### src/rtl/ram_initiator.sv
// ram_initiator
//   CPU-side master for a handshaked RAM port. Accepts one load/store at a
//   time on a valid/ready interface, drives the RAM read or write strobe
//   through a mandatory busy-then-ready handshake, and returns a one-cycle
//   response with read data, the RAM fault flag and a timeout flag.
//
// Ports:
//   clk, rst       rising-edge clock, synchronous active-high reset
//   req_valid      request present
//   req_ready      initiator idle and able to accept a request
//   req_we         1 = store, 0 = load
//   req_addr       request address
//   req_wdata      store data
//   resp_valid     one-cycle response pulse
//   resp_rdata     load data (0 for stores and aborted transactions)
//   resp_exc       RAM fault or timeout
//   resp_timeout   transaction aborted by timeout
//   r_addr, read   RAM read address and strobe
//   w_addr, w_line RAM write address and data
//   write          RAM write strobe
//   r_line         RAM read data
//   rrdy, wrdy     RAM read/write ready (low = busy)
//   exc            RAM exception, sampled on the completing edge

module ram_initiator #(
    parameter int AW      = 32,
    parameter int DW      = 32,
    parameter int TIMEOUT = 64
) (
    input  logic          clk,
    input  logic          rst,
    input  logic          req_valid,
    output logic          req_ready,
    input  logic          req_we,
    input  logic [AW-1:0] req_addr,
    input  logic [DW-1:0] req_wdata,
    output logic          resp_valid,
    output logic [DW-1:0] resp_rdata,
    output logic          resp_exc,
    output logic          resp_timeout,
    output logic [AW-1:0] r_addr,
    output logic [AW-1:0] w_addr,
    output logic [DW-1:0] w_line,
    output logic          read,
    output logic          write,
    input  logic [DW-1:0] r_line,
    input  logic          rrdy,
    input  logic          wrdy,
    input  logic          exc
);

    // Counter holds up to TIMEOUT+1: a ready transition on the TIMEOUT edge
    // moves ISSUE to WAIT, and the abort then fires on the following edge.
    localparam int            CW     = (TIMEOUT > 0) ? $clog2(TIMEOUT + 2) : 1;
    localparam logic [CW-1:0] TO_LIM = CW'(TIMEOUT);

    typedef enum logic [2:0] {
        IDLE,
        ISSUE,
        WAIT,
        RESP,
        RECOVER
    } state_t;

    state_t        state;
    logic          we_q;
    logic [CW-1:0] cnt;
    logic [CW-1:0] cnt_inc;
    logic          sel_rdy;
    logic          timed_out;

    assign req_ready = (state == IDLE);
    assign sel_rdy   = we_q ? wrdy : rrdy;
    assign cnt_inc   = cnt + CW'(1);
    assign timed_out = (TIMEOUT > 0) && (cnt_inc >= TO_LIM);

    always_ff @(posedge clk) begin
        if (rst) begin
            state        <= IDLE;
            we_q         <= 1'b0;
            cnt          <= '0;
            read         <= 1'b0;
            write        <= 1'b0;
            r_addr       <= '0;
            w_addr       <= '0;
            w_line       <= '0;
            resp_valid   <= 1'b0;
            resp_rdata   <= '0;
            resp_exc     <= 1'b0;
            resp_timeout <= 1'b0;
        end else begin
            resp_valid <= 1'b0;
            case (state)
                IDLE: begin
                    if (req_valid) begin
                        we_q <= req_we;
                        if (req_we) begin
                            w_addr <= req_addr;
                            w_line <= req_wdata;
                            write  <= 1'b1;
                        end else begin
                            r_addr <= req_addr;
                            read   <= 1'b1;
                        end
                        cnt   <= '0;
                        state <= ISSUE;
                    end
                end

                // Ready must be seen low before completion is possible;
                // a ready transition takes priority over the timeout.
                ISSUE: begin
                    cnt <= cnt_inc;
                    if (!sel_rdy) begin
                        state <= WAIT;
                    end else if (timed_out) begin
                        read         <= 1'b0;
                        write        <= 1'b0;
                        resp_timeout <= 1'b1;
                        resp_exc     <= 1'b1;
                        resp_rdata   <= '0;
                        resp_valid   <= 1'b1;
                        state        <= RESP;
                    end
                end

                WAIT: begin
                    cnt <= cnt_inc;
                    if (sel_rdy) begin
                        read         <= 1'b0;
                        write        <= 1'b0;
                        resp_exc     <= exc;
                        resp_rdata   <= we_q ? '0 : r_line;
                        resp_timeout <= 1'b0;
                        resp_valid   <= 1'b1;
                        state        <= RESP;
                    end else if (timed_out) begin
                        read         <= 1'b0;
                        write        <= 1'b0;
                        resp_timeout <= 1'b1;
                        resp_exc     <= 1'b1;
                        resp_rdata   <= '0;
                        state        <= RECOVER;
                    end
                end

                // RAM is still busy with the abandoned access; wait for it to
                // finish before reporting, discarding whatever it returns.
                RECOVER: begin
                    if (sel_rdy) begin
                        resp_valid <= 1'b1;
                        state      <= RESP;
                    end
                end

                RESP: begin
                    state <= IDLE;
                end

                default: begin
                    state <= IDLE;
                end
            endcase
        end
    end

endmodule
### config.mk
export PLATFORM = sky130hd
export DESIGN_NAME = ram_initiator
export DESIGN_NICKNAME = d
export VERILOG_FILES = /design/src/rtl/ram_initiator.sv
export SDC_FILE = /design/constraint.sdc
export NUM_CORES = 1
export LEC_CHECK = 0
export BUFFER_PORTS_ARGS = -buffer_cell sky130_fd_sc_hd__buf_2
export CORE_ASPECT_RATIO = 0.6
export CORE_MARGIN = 4
export CORE_UTILIZATION = 28
export CTS_CLUSTER_DIAMETER = 60
export DETAILED_ROUTE_END_ITERATION = 12
export PLACE_DENSITY = 0.48
export SLEW_MARGIN = 20
export SYNTH_ARGS = -nofsm -noshare
export SYNTH_HDL_FRONTEND = slang
export SYNTH_SLANG_ARGS = --single-unit
export TNS_END_PERCENT = 100
### constraint.sdc
create_clock -name clk -period 2.07 [get_ports clk]
set_input_delay 0.207 -clock clk [delete_from_list [all_inputs] [get_ports clk]]
set_output_delay 0.207 -clock clk [all_outputs]
set_load 0.1 [all_outputs]
==> impl_metrics.env <==
export IMPL_route_detailed_drc=0
export IMPL_seqCellArea_um2=2885
export IMPL_die_h_um=120.2
export IMPL_drt_total_wl_um=19920
export IMPL_grt_start_max_net_pins=96
export IMPL_fin_skew_ns=0.01223
export IMPL_viasPerCell=4.704
export IMPL_crit_path_max_fanout=33
export IMPL_port_buffers=236
export IMPL_slew_viol_final=0
export IMPL_synth_main_ff_cell="dfxtp_1"
export IMPL_path_cells="nand2b_1, or4_1, buf_4, nand4b_1, o21ai_1"
export IMPL_synth_top_cell_area_share=0.4907
export IMPL_p_leak_nw=3.532
export IMPL_clk_path_buf_depth=2
export IMPL_cts_tree="yes"
export IMPL_critPathCaptureType="flop"
export IMPL_cts_buffers=17
export IMPL_rows=40
export IMPL_h_tree_depth=4
export IMPL_critical_path_class="flop to flop"
export IMPL_setup_tns_ns=0
export IMPL_crit_arrival_ns=2.20
export IMPL_stdcell_area_um2=8314
export IMPL_io_pins=237
export IMPL_dp_hpwl_um=13510
export IMPL_rsz0062_at_grt="false"
export IMPL_fill_cells=2145
export IMPL_synthCells=757
export IMPL_period_share=0.9187
export IMPL_placed_cell_area_um2=7328
export IMPL_worst_slew_pin_slew_ns=0.5365
export IMPL_routabilityCongestion=0.7939
export IMPL_startpoint_type="flop"
export IMPL_wl_per_cell_um=15.47
export IMPL_yosysTopAreaCell="dfxtp_1"
export IMPL_yosysMostFrequentCell="nand2_1"
export IMPL_vdd_drop_max_mv=0.5880
export IMPL_setup_violations_final=0
export IMPL_crit_family="simple AND/OR/NAND/NOR gates"
export IMPL_synthesis_area_um2=5874
export IMPL_grt_pass1_vias=5573
export IMPL_hold_slack_ns=0.01955
export IMPL_nets=1106
export IMPL_final_util=0.4092
export IMPL_fmax_ghz=0.5259
export IMPL_grt_overflow_total=0
export IMPL_ys_seq_elements=144
export IMPL_synth_edff_count=0
export IMPL_grt_pass1_wl_um=31390
export IMPL_slowest_stage="or4_1"
export IMPL_fin_crit_ns=1.902
export IMPL_ys_seq_area_frac=0.4907
export IMPL_synth_common_cells="nand2_1, dfxtp_1, a21oi_1, nor2_1, clkbuf_1"
export IMPL_clockRootBuffer="clkbuf_16"
export IMPL_syn_area_per_cell_um2=7.760
export IMPL_max_stage_delay_ns=0.54
export IMPL_outcome="completed"
export IMPL_grt_antenna_before_repair=1
export IMPL_critPathRequiredTime_ns=2.37
export IMPL_async_flop_share=0
export IMPL_antenna_cells=0
export IMPL_drtPass1Iterations=5
export IMPL_synthesis_nets=861
export IMPL_path_clk_slew_ns=0.06
export IMPL_cellPowerDensity_nw_per_um2=969.5
export IMPL_die_area_um2=23440
export IMPL_core_um2=20320
export IMPL_multiInputGateArea_um2=2705
export IMPL_critPathBufInv=1
export IMPL_detail_route_antenna_nets=0
export IMPL_worstHoldPathType="input port to flop"
export IMPL_hold_violations=0
export IMPL_grt_usage=0.1648
export IMPL_numClockSinks=144
export IMPL_synthDistinctLibCells=49
export IMPL_initial_core_util=0.2891
export IMPL_relSlewSlack=0.6448
export IMPL_ys_warn_count=0
export IMPL_die_w_um=195.0
export IMPL_clock_latency_ns=0.42
export IMPL_maxCapViolations=0
export IMPL_syn2layout_area_growth_pct=41.53
export IMPL_drtIter0Drc=349
export IMPL_cts_setup_buffers=0
export IMPL_p_total_mw=8.061
export IMPL_via_count=6059
export IMPL_synth_area_leaders="dfxtp_1, nand2_1, a21oi_1"
export IMPL_drive_gt1_frac=0.2926
[routing by layer]
layer | wire length, um | track usage
met1 | 9967 | 0.2442
met2 | 8286 | 0.2299
met3 | 1501 | 0.05040
met4 | 159 | 0.04446
met5 | 7 | 0
[worst min-delay path: stages]
cell     delay [ns]
buf_2          0.08
a21oi_1        0.05
o21ai_1        0.07
[kinds of logic (layout without fill, tap and decap cells)]
family          Yosys count  count (layout)  synth area share
buf+inv                  68             326           0.05495
flops                   144             144            0.4907
compound gates          193             193            0.1749
fa+ha+maj                 1               1          0.002130
xor+xnor                  4               4          0.005965
simple gates            344             344            0.2660
mux                       3               3          0.005325
[final timing paths]
kind         startpoint        endpoint  slack, ns  cells after the start
min reg2reg   r_addr[4]       r_addr[4]       0.45                      2
max            state[1]   resp_rdata[3]       0.17                      5
max reg2reg    state[1]   resp_rdata[3]       0.17                      5
min          r_line[11]  resp_rdata[11]       0.02                      3
[sequential cells by signal, indices dropped and copies added, names as in the netlist, 3 cells and up]
register,flops
r_addr,32
resp_rdata,32
w_addr,32
w_line,32
cnt,7
state,3
[final cells by class]
cell class                 count  area share
clock inverter                 8     0.01520
timing repair buffer         290      0.2092
multi-input combinational    545      0.3254
sequential                   144      0.3470
tap                          273     0.04108
clock buffer                  24     0.06035
inverter                       4    0.001806
[what timing repair did]
action	CTS	global route
resized for setup	0	2
endpoints found under the setup margin	0	32
hold buffers	35	0
hold endpoints to repair	35	0
[cell usage in the layout (no fill, tap or decap), drive strengths merged, types with 3 or more instances in the layout]
cell,instances
clkbuf,24
xor2,3
buf,255
dlygate4sd3,35
dfxtp,144
nand2b,6
nand2,232
nand4b,35
nor2,43
bufinv,3
o21ai,38
a21oi,134
inv,4
nor3,9
nand3,5
clkinvlp,3
[stage by stage]
stage          worst slack, ns  cells
2_1_floorplan           0.2881    757
3_3_place_gp            0.2097   1221
3_5_place_dp            0.1574   1221
4_1_cts                 0.1277   1288
5_1_grt               0.005312   1288
6_report                0.1683   1288
[report_power, final]
group	total, mW	internal, mW	switching (mW)
sequential	3.00	2.91	0.0885
clock	3.25	2.06	1.19
combinational	1.81	0.390	1.42
(Power assumes the default switching activity.)
